$ cat src/rtl/instr_sequencer.sv
// Single-clock fetch/decode/execute controller for the 32-bit accumulator processor.
// Moore outputs are registered from the next state; memory phases wait on mem_ready_i with a timeout.
module instr_sequencer #(
  parameter int unsigned OPW     = 4,
  parameter int unsigned TIMEOUT = 15,
  parameter int unsigned CNTW    = 16
) (
  input  logic            execlk_i,
  input  logic            rst_ni,
  input  logic            start_i,
  input  logic [OPW-1:0]  opcode_i,
  input  logic            acc_zero_i,
  input  logic            mem_ready_i,
  output logic            fetch_o,
  output logic            rd_o,
  output logic            wr_o,
  output logic            ldir_o,
  output logic            incpc_o,
  output logic            ldpc_o,
  output logic            ldacc_o,
  output logic            busy_o,
  output logic            halted_o,
  output logic            error_o,
  output logic [CNTW-1:0] instr_count_o
);

  localparam int unsigned WAITW = 8;

  localparam logic [OPW-1:0] OP_NOP = OPW'(0);
  localparam logic [OPW-1:0] OP_LDA = OPW'(1);
  localparam logic [OPW-1:0] OP_STA = OPW'(2);
  localparam logic [OPW-1:0] OP_ADD = OPW'(3);
  localparam logic [OPW-1:0] OP_SUB = OPW'(4);
  localparam logic [OPW-1:0] OP_AND = OPW'(5);
  localparam logic [OPW-1:0] OP_OR  = OPW'(6);
  localparam logic [OPW-1:0] OP_XOR = OPW'(7);
  localparam logic [OPW-1:0] OP_JMP = OPW'(8);
  localparam logic [OPW-1:0] OP_JZ  = OPW'(9);
  localparam logic [OPW-1:0] OP_HLT = OPW'(15);

  typedef enum logic [3:0] {
    S_IDLE, S_FETCH, S_LOADIR, S_DECODE, S_OPRD, S_OPWR,
    S_EXEC, S_BRANCH, S_RETIRE, S_HALT, S_ERROR
  } state_e;

  state_e             state_q, state_d;
  logic [WAITW-1:0]   wait_q, wait_d;
  logic               illegal_c;
  logic               mem_state_c;
  logic               timeout_c;

  logic               fetch_q, rd_q, wr_q, ldir_q, incpc_q, ldpc_q, ldacc_q;
  logic               busy_q, halted_q, error_q;
  logic [CNTW-1:0]    count_q;

  // Next state and wait-counter; a timeout overrides the normal transition, ready wins over timeout.
  always_comb begin
    state_d     = state_q;
    wait_d      = wait_q;
    illegal_c   = 1'b0;
    mem_state_c = (state_q == S_FETCH) || (state_q == S_OPRD) || (state_q == S_OPWR);
    timeout_c   = mem_state_c && !mem_ready_i && (wait_q == WAITW'(TIMEOUT - 1));
    case (state_q)
      S_IDLE:   if (start_i) state_d = S_FETCH;
      S_FETCH:  if (mem_ready_i) state_d = S_LOADIR;
      S_LOADIR: state_d = S_DECODE;
      S_DECODE: begin
        case (opcode_i)
          OP_NOP:                                       state_d = S_RETIRE;
          OP_LDA, OP_ADD, OP_SUB, OP_AND, OP_OR, OP_XOR: state_d = S_OPRD;
          OP_STA:                                       state_d = S_OPWR;
          OP_JMP:                                       state_d = S_BRANCH;
          OP_JZ:                                        state_d = acc_zero_i ? S_BRANCH : S_RETIRE;
          OP_HLT:                                       state_d = S_HALT;
          default: begin
            illegal_c = 1'b1;
            state_d   = S_RETIRE;
          end
        endcase
      end
      S_OPRD:   if (mem_ready_i) state_d = S_EXEC;
      S_OPWR:   if (mem_ready_i) state_d = S_RETIRE;
      S_EXEC:   state_d = S_RETIRE;
      S_BRANCH: state_d = S_RETIRE;
      S_RETIRE: state_d = S_FETCH;
      S_HALT:   if (start_i) state_d = S_FETCH;
      S_ERROR:  state_d = S_ERROR;
      default:  state_d = S_IDLE;
    endcase
    if (timeout_c) state_d = S_ERROR;
    if (state_d != state_q) begin
      wait_d = '0;
    end else if (mem_state_c && !mem_ready_i) begin
      wait_d = wait_q + WAITW'(1);
    end
  end

  // State, wait counter and Moore outputs decoded from the next state.
  always_ff @(posedge execlk_i) begin
    if (!rst_ni) begin
      state_q  <= S_IDLE;
      wait_q   <= '0;
      fetch_q  <= 1'b0;
      rd_q     <= 1'b0;
      wr_q     <= 1'b0;
      ldir_q   <= 1'b0;
      incpc_q  <= 1'b0;
      ldpc_q   <= 1'b0;
      ldacc_q  <= 1'b0;
      busy_q   <= 1'b0;
      halted_q <= 1'b0;
      error_q  <= 1'b0;
      count_q  <= '0;
    end else begin
      state_q  <= state_d;
      wait_q   <= wait_d;
      fetch_q  <= (state_d == S_FETCH);
      rd_q     <= (state_d == S_FETCH) || (state_d == S_OPRD);
      wr_q     <= (state_d == S_OPWR);
      ldir_q   <= (state_d == S_LOADIR);
      incpc_q  <= (state_d == S_LOADIR);
      ldpc_q   <= (state_d == S_BRANCH);
      ldacc_q  <= (state_d == S_EXEC);
      busy_q   <= !((state_d == S_IDLE) || (state_d == S_HALT) || (state_d == S_ERROR));
      halted_q <= (state_d == S_HALT);
      error_q  <= error_q || illegal_c || (state_d == S_ERROR);
      if ((state_d == S_RETIRE) || ((state_d == S_HALT) && (state_q != S_HALT))) begin
        count_q <= count_q + CNTW'(1);
      end
    end
  end

  assign fetch_o       = fetch_q;
  assign rd_o          = rd_q;
  assign wr_o          = wr_q;
  assign ldir_o        = ldir_q;
  assign incpc_o       = incpc_q;
  assign ldpc_o        = ldpc_q;
  assign ldacc_o       = ldacc_q;
  assign busy_o        = busy_q;
  assign halted_o      = halted_q;
  assign error_o       = error_q;
  assign instr_count_o = count_q;

endmodule

$ cat config.mk
export PLATFORM = sky130hd
export DESIGN_NAME = instr_sequencer
export DESIGN_NICKNAME = d
export VERILOG_FILES = /design/src/rtl/instr_sequencer.sv
export SDC_FILE = /design/constraint.sdc
export NUM_CORES = 1
export LEC_CHECK = 0
export ABC_AREA = 1
export CAP_MARGIN = 20
export CORE_ASPECT_RATIO = 0.8
export CORE_MARGIN = 3
export CORE_UTILIZATION = 53
export DETAILED_ROUTE_END_ITERATION = 10
export PLACE_DENSITY = 0.85
export SLEW_MARGIN = 0
export SYNTH_ARGS = -nofsm -noshare
export SYNTH_HDL_FRONTEND = slang
export SYNTH_SLANG_ARGS = --single-unit
export TNS_END_PERCENT = 100
$ cat constraint.sdc
create_clock -name execlk_i -period 2.3 [get_ports execlk_i]
set_input_delay 0.345 -clock execlk_i [delete_from_list [all_inputs] [get_ports execlk_i]]
set_output_delay 0.345 -clock execlk_i [all_outputs]
set_load 0.1 [all_outputs]
# Word level (Yosys, flattened, before mapping)
# Cells that the tools add are included.
word_totals:
  reg_bits: 37
  inputBits: 9
  output_inout_bits: 26
classes:
  add_sub_neg: 2
  n_eq_ne: 32
  mux: 10
  bitwise_logic: 1
  reduce_logical: 21
ops:
  columns: ["operator", "count"]
  rows:
  - ["$eq 4x3->1 const B", 12]
  - ["$eq 4x4->1 const B", 9]
  - ["$pmux 4 s9", 1]
  - ["$mux 4", 6]
  - ["$eq 4x2->1 const B", 5]
  - ["$pmux 4 s5", 1]
  - ["$add 16x1->16 const B", 1]
  - ["$eq 4x1->1 const B", 3]
  - ["$logic_not 4->1", 3]
  - ["$reduce_or 11->1", 1]
  - ["$add 8x1->8 const B", 1]
  - ["$eq 8x4->1 const B", 1]
  - ["$logic_or 1x1->1", 8]
  - ["$reduce_or 2->1", 3]
  - ["$reduce_or 6->1", 1]
  - ["$ne 4x4->1", 1]
  - ["$ne 4x4->1 const B", 1]
  - ["$logic_and 1x1->1", 3]
  - ["$logic_not 1->1", 2]
  - ["$mux 1", 2]
  - ["$not 1->1", 1]

# Logic depth before layout (Yosys ltp)
# Gate-level depths: netlist (run 1).
logic_depth:
  depth_word: 10
  depth_mapped: 15

# Worst setup path after synthesis (run 1)
# OpenSTA, ideal clock, no wires.
synth_timing:
  path_type: "register to register"
  start: "register count_q[0] (netlist: instr_count_o[0])"
  end: "register count_q[14] (netlist: instr_count_o[14])"
  arrival_time_ps: 2086
  slack_ps: 82
  stages_incl_launch_ff: 8
  n_path_buf: 0
  path_cell_list: "dfxtp_1 > ha_1 > nand2_1 > nor3_1 > nand3_1 > xnor2_1 > nand2_1 > a21oi_1"
synth_via:
  elab_chain_len: 1
synth_lines:
  columns: ["item", "line_no", "text"]
  rows:
  - ["from (decl)", "54", "logic [CNTW-1:0] count_q;"]
  - ["from (signal assigned)", "128", "count_q <= count_q + CNTW'(1);"]
  - ["$add 16x1->16", "128", null]
# No other way between the ends.
# A chain may end at the register's enable or synchronous reset.

# Final worst setup path (run 1)
layout_timing:
  start: "register state_q[0]"
  end: "register count_q[13] (netlist: instr_count_o[13])"
layout_via:
  elab_chain_len: 9
layout_lines:
  columns: ["item", "line_no", "text"]
  rows:
  - ["from (decl)", "46", "state_e state_q, state_d;"]
  - ["from (signal assigned)", "115", "state_q <= state_d;"]
  - ["parallel branches: the longest is 8 deep, another holds $pmux 4 s9", null, null]
  - ["$logic_or 1x1->1 *", "127", "if ((state_d == S_RETIRE) || ((state_d == S_HALT) && (state_q != S_HALT))) begin"]
# Every way passes the cells marked *.

==> summary.md, run 1 <==
| Metric | Value |
|---|---|
| Xor and xnor fraction of the mapped netlist area | 10.2% |
| Fin crit period | 2.09 ns |
| Number of vias per cell | 5.40 |
| Fmax | 478 MHz |
| Area grow syn2layout | 25.0% |
| Final hold violations | 0 |
| Lkg Pwr | 1.09 nW |
| Gr ovfl total | 0 |
| Post-route clock period utilization | 91.0% |
| Inst Count DP | 374 |
| Post-route cell area | 2570 µm² |
| Mapped Area | 2060 µm² |
| Synth Area in Compound Gates | 7.11% |
| Worst-path cell chain | inv_2 -> nor2_2 -> nand2_2 -> or2_1 -> nand3_2 -> nand4_1 -> o21ai_4 -> buf_12 -> nand2_1 -> a21oi_1 |
| Critical Path Max Stage Delay | 0.50 ns |
| Syn nets | 307 |
| Root buffer cell | clkbuf_8 |
| Req. time, crit path | 2.53 ns |
| Adder-cell share of the synthesized area | 1.82% |
| Clock Path Buffers | 2 |
| Die area | 4670 µm² |
| GPL Wtd Cong | 1.00 |
| IR Drop Worst-Case VDD | 457 µV |
| GRT Total Usage | 21.9% |
| Area after DPL | 2410 µm² |
| Slew HR | 73.1% |
| I/O Buffers | 34 |
| Net Switching | 0.000690 W |
| Setup TNS | 0 ns |
| Worst path slowest cell | dfxtp_1 |
| Number of H-tree levels | 2 |
| Starting density of the core | 57.7% |
| Endpoint class of the critical path | register |
| Final Instance Count excl. Fillers | 383 |
| Combinational family with the most area after synthesis | simple AND/OR/NAND/NOR gates |
| Combinational Power Share | 28.6% |
| Worst-path clk slew | 0.08 ns |
| Core area | 3570 µm² |
| Status | complete, no violations |
| Layout cells sized above 1 | 18.5% |
| Total Wirelength | 4.98 mm |
| Largest net degree at the start of global routing | 15 |
| Nets@finish | 352 |
| Routed Antenna Nets | 0 |
| Worst-Margin Slew | 0.400 ns |
| Pre-CTS setup slack | -0.0207 ns |
| DRC violations left | 0 |
| # setup viols final | 0 |
| Drt first-iter violations | 158 |
| Worst Skew | 0.00935 ns |
| Sink Count | 37 |
| Ports | 35 |
| Simple-gate area share of the yosys netlist | 36.8% |
| Vias in the first global route | 1682 |
| Yosys cell types | 32 |
| # diodes | 0 |
| Max Cap Viol | 0 |
| CTS tree | built |
| First-pass GRT wire length | 7.78 mm |
| Total number of vias | 2067 |
| Worst skew pair latency | 0.29 ns |
| Post-Syn Instances | 295 |
| Final Max Tran Viols | 0 |
| HPWL Detailed | 3.59 mm |
| Total CTS buffers | 5 |
| Sequential area share after synthesis | 36.0% |
| Synth warn | 0 |
| Sequential share of power | 36.3% |
| HP Class | reg -> reg |
| Share of total power in the clock network | 35.1% |
| Critical path launch point type | register |
| Syn avg cell area | 6.98 µm² |
| Site Rows | 19 |
| Hold Buf Count CTS | 0 |
| Final WS setup | 0.206 ns |
| P_int | 0.00127 W |
| Initial antenna violation count | 0 |
| Drt wl/cell | 13.0 µm |
| DIE WIDTH | 75.7 µm |
| Initial DRT Pass Iterations | 5 |
| Crit Path Category | reg -> reg |
| Mux share of post-synthesis cell area | 0% |
| Chip height | 61.7 µm |
| Synth Register Bits | 37 |
| Critical path arrival | 2.32 ns |
| Max Fanout on Critical Path | 14 |
| Net Sw Frac | 35.3% |
| Pwr Density | 761 nW/µm² |
==> final timing paths <==
path	from	to	slack [ns]	cells after the start
setup / recovery	state_q[0]$_SDFF_PN0_	instr_count_o[13]$_SDFFE_PN0P_	0.21	10
hold / removal	instr_count_o[8]$_SDFFE_PN0P_	instr_count_o[8]$_SDFFE_PN0P_	0.52	2
setup reg to reg	state_q[0]$_SDFF_PN0_	instr_count_o[13]$_SDFFE_PN0P_	0.21	10
hold reg to reg	instr_count_o[8]$_SDFFE_PN0P_	instr_count_o[8]$_SDFFE_PN0P_	0.52	2
==> timing repair <==
action                     CTS  global route
setup endpoints to repair    0             1
buffers inserted             0             1
resized for setup            0             0
==> stage by stage <==
stage	hold slack [ns]	total power, W	util (%)
6_report	0.522	0.00196	72.1
5_1_grt	0.548	0.00204	72.1
4_1_cts	0.520	0.00196	71.6
3_5_place_dp	0.508	0.00127	67.7
3_3_place_gp	0.493	0.00127	67.7
2_1_floorplan	0.466	0.00114	-
==> area by class of cell <==
type                    instances  area (µm²)
inverters                      32         120
repair buffers                 45         370
flip-flops and latches         37         741
well taps                      42        52.6
fillers                       304         993
clock inverters                 3        68.8
clock buffers                   5        68.8
multi-input cells             219        1150
==> cell usage in the layout (no fill, tap or decap), types with 7 or more instances in the layout <==
cell	count
nor2_1	41
xor2_1	17
nand3_1	36
nand2_1	62
nor3_1	10
clkdlybuf4s50_1	8
buf_4	36
dfxtp_1	37
a21oi_1	16
xnor2_1	7
inv_1	26
==> cells by family (layout without fill, tap and decap cells) <==
family | count (synthesis) | in the layout
AND/OR/NAND/NOR | 168 | 168
buffers and inverters | 39 | 85
flip-flops | 37 | 37
AO/OA/AOI/OAI | 24 | 24
XOR/XNOR | 24 | 24
adder cells (fa/ha/maj) | 3 | 3
==> layer usage <==
layer	wire, µm	vias to the layer above	track usage, %
met1	2450	932	33.9
met3	339	9	4.50
li1	-	1045	-
met2	2110	81	30.6
met4	74	0	5.99
met5	0	-	0
==> registers in the layout (all words and copies together) (netlist names) <==
register / cells
wait_q: 8
ldpc_o: 1
incpc_o: 1
wr_o: 1
instr_count_o: 16
fetch_o: 1
ldacc_o: 1
busy_o: 1
error_o: 1
state_q: 4
rd_o: 1
halted_o: 1
==> synth_stat cells (all sizes together) <==
master   instances  area, µm²
xnor2            7       61.3
buf              5       38.8
nand2           65        251
o22ai            1       6.26
inv             31        116
nand3b           1       11.3
nor2            46        185
or2              1       6.26
o32ai            1       8.76
o2111ai          1       8.76
nand4            4       25.0
dfxtp           37        741
nor3            10       50.1
o21ai            3       26.3
ha               3       37.5
nor3b            1       7.51
nor4             2       12.5
o211ai           1       7.51
clkbuf           2       7.51
xor2            17        149
a21oi           17       88.8
clkinv           1       3.75
nand3           38        208
==> power groups by stage <==
stage / Combinational, W / Sequential [W] / Clock, W
final: 0.000560 / 0.000710 / 0.000687
after global routing: 0.000604 / 0.000714 / 0.000720
after detailed placement: 0.000546 / 0.000725 / 0
after CTS: 0.000552 / 0.000709 / 0.000694
after floorplan: 0.000260 / 0.000880 / 0
after global placement: 0.000543 / 0.000724 / 0
==> critical path, delay by kind of cell (launching register included) <==
family	cells	cell delay (ns)
and+or+nand+nor	6	0.92
DFF	1	0.50
AOI/OAI and AO/OA	2	0.39
buffers and inverters	2	0.22
Note: power is estimated with default switching activity, not from simulation.
==> inputs of run 2 (changes only) <==
--- a/config.mk
+++ b/config.mk
@@ -12,6 +12,7 @@
 export CORE_UTILIZATION = 53
 export DETAILED_ROUTE_END_ITERATION = 10
 export PLACE_DENSITY = 0.85
+export RECOVER_POWER = 50
 export SLEW_MARGIN = 0
 export SYNTH_ARGS = -nofsm -noshare
 export SYNTH_HDL_FRONTEND = slang
==> run 2 against run 1 <==
  * Non-clock buffer count unchanged
  * Sequential power about the same
  * Core utilization down 2.8 points
  * Final area down 3.9%
  * Routed wire length up 0.62%
  * Setup slack worse by 0.012 ns
  * Critical path depth unchanged
  * Critical path type unchanged
  * Largest cell class unchanged
==> summary.md, run 2 (synthesized netlist as in run 1, its figures left out) <==
| Metric | Value |
|---|---|
| Final Max Tran Viols | 0 |
| Routed Antenna Nets | 0 |
| GR peak layer | met1 |
| GRT Total Usage | 21.9% |
| Most frequent cells in the layout | nand2_1, nor2_1, dfxtp_1 |
| Status | complete, no violations |
| Fin crit period | 2.11 ns |
| Net Switching | 0.000690 W |
| Setup bufs post-CTS | 0 |
| Max reg flops | 16 |
| Site Rows | 19 |
| Req. time, crit path | 2.52 ns |
| Nets@finish | 352 |
| Endpoint class of the critical path | register |
| Root buffer cell | clkbuf_8 |
| Reg-to-reg slack, setup | 0.19 ns |
| Ports | 35 |
| Register-to-Register Path Depth | 10 |
| CTS tree | built |
| Crit path from | state_q[0]$_SDFF_PN0_ |
| Max Cap Viol | 0 |
| Worst reg2reg startpoint | state_q[0]$_SDFF_PN0_ |
| Critical path launch point type | register |
| Core area | 3570 µm² |
| Clock Path Buffers | 2 |
| Hold Buf Count CTS | 0 |
| Vias in the first global route | 1682 |
| Max Fanout on Critical Path | 14 |
| DIE WIDTH | 75.7 µm |
| GRT met2 Usage | 30.6% |
| Worst-Margin Slew | 1.19 ns |
| Setup TNS | 0 ns |
| Post-route clock period utilization | 91.5% |
| Initial DRT Pass Iterations | 5 |
| Starting density of the core | 57.7% |
| Net Sw Frac | 35.7% |
| Critical path arrival | 2.33 ns |
| Total Wirelength | 5.01 mm |
| Number of vias per cell | 5.41 |
| Final hold violations | 0 |
| HPWL Detailed | 3.59 mm |
| Gr ovfl total | 0 |
| Share of total power in the clock network | 35.5% |
| Chip height | 61.7 µm |
| Area grow syn2layout | 20.1% |
| Worst skew pair latency | 0.29 ns |
| Fmax | 475 MHz |
| Total number of vias | 2072 |
| Layout filler cell count | 334 |
| Largest net degree at the start of global routing | 15 |
| Lkg Pwr | 0.986 nW |
| HP Class | reg -> reg |
| First-pass GRT wire length | 7.78 mm |
| Worst Hold Depth | 2 |
| Hold worst-path end | instr_count_o[8]$_SDFFE_PN0P_ |
| I/O Buffers | 34 |
| Total CTS buffers | 5 |
| M1 GR Usage | 33.9% |
| Sink Count | 37 |
| Drt first-iter violations | 172 |
| GPL Wtd Cong | 1.00 |
| WHS | 0.518 ns |
| Drt wl/cell | 13.1 µm |
| Number of H-tree levels | 2 |
| Crit Path Category | reg -> reg |
| IR Drop Worst-Case VDD | 451 µV |
| Pwr Density | 782 nW/µm² |
| P_int | 0.00124 W |
| Resize count post-CTS | 0 |
| Layout cells sized above 1 | 11.1% |
| Die area | 4670 µm² |
| Worst-path clk slew | 0.08 ns |
| DRC violations left | 0 |
| # setup viols final | 0 |
| # diodes | 0 |
| Worst R2R End | instr_count_o[13]$_SDFFE_PN0P_ |
| Hold path start | instr_count_o[8]$_SDFFE_PN0P_ |
| Most common cell after layout, fill and taps aside | nand2_1 |
| Slew HR | 20.7% |
| Met3 global-route usage | 4.50% |
| Combinational Power Share | 27.7% |
| Worst Skew | 0.00847 ns |
| Initial antenna violation count | 0 |
| Sequential share of power | 36.7% |
run 2: power by group through the flow:
stage | Sequential (W) | Combinational, W | Clock, W
6_report | 0.000710 | 0.000536 | 0.000687
5_1_grt | 0.000714 | 0.000578 | 0.000720
4_1_cts | 0.000709 | 0.000552 | 0.000694
3_5_place_dp | 0.000725 | 0.000546 | 0
3_3_place_gp | 0.000724 | 0.000543 | 0
2_1_floorplan | 0.000880 | 0.000260 | 0
run 2: layout make-up:
type | instances | area (µm²) | area share, %
clock buffer | 5 | 68.8 | 2.78
tap | 42 | 52.6 | 2.13
multi-input combinational | 219 | 1150 | 46.5
clock inverter | 3 | 68.8 | 2.78
sequential | 37 | 741 | 30.0
timing repair buffer | 45 | 273 | 11.0
inverter | 32 | 120 | 4.86
run 2: metal layers:
| metal | vias to the layer above | routed length, µm |
|---|---|---|
| met3 | 9 | 347 |
| met4 | 0 | 79 |
| li1 | 1047 | - |
| met1 | 935 | 2460 |
| met5 | - | 0 |
| met2 | 81 | 2120 |
run 2: critical path: stages, from the launching register on:
cell and delay (ns):
dfxtp_1 0.51, inv_2 0.06, nor2_2 0.16, nand2_2 0.12, or2_1 0.23, nand3_2 0.10, nand4_1 0.25, o21ai_4 0.26
buf_12 0.16, nand2_1 0.05, a21oi_1 0.13
run 2: through the flow:
stage / instances / power [W] / instance area [µm²] / worst slack (ns) / utilization, %
global route: 383 / 0.00201 / 2470 / -0.0152 / 69.3
finish: 383 / 0.00193 / 2470 / 0.194 / 69.3
global placement: 374 / 0.00127 / 2410 / 0.0376 / 67.7
floorplan: 295 / 0.00114 / 2060 / 0.0820 / -
CTS: 382 / 0.00196 / 2550 / 0.241 / 71.6
detailed placement: 374 / 0.00127 / 2410 / -0.0207 / 67.7
run 2: worst max path at each step:
stage / end / slack, ns
6_report: instr_count_o[13]$_SDFFE_PN0P_ / 0.19
5_1_grt: instr_count_o[3]$_SDFFE_PN0P_ / -0.02
4_1_cts: instr_count_o[13]$_SDFFE_PN0P_ / 0.24
3_5_place_dp: instr_count_o[14]$_SDFFE_PN0P_ / -0.02
3_3_place_gp: instr_count_o[8]$_SDFFE_PN0P_ / 0.04
2_1_floorplan: instr_count_o[14]$_SDFFE_PN0P_ / 0.08
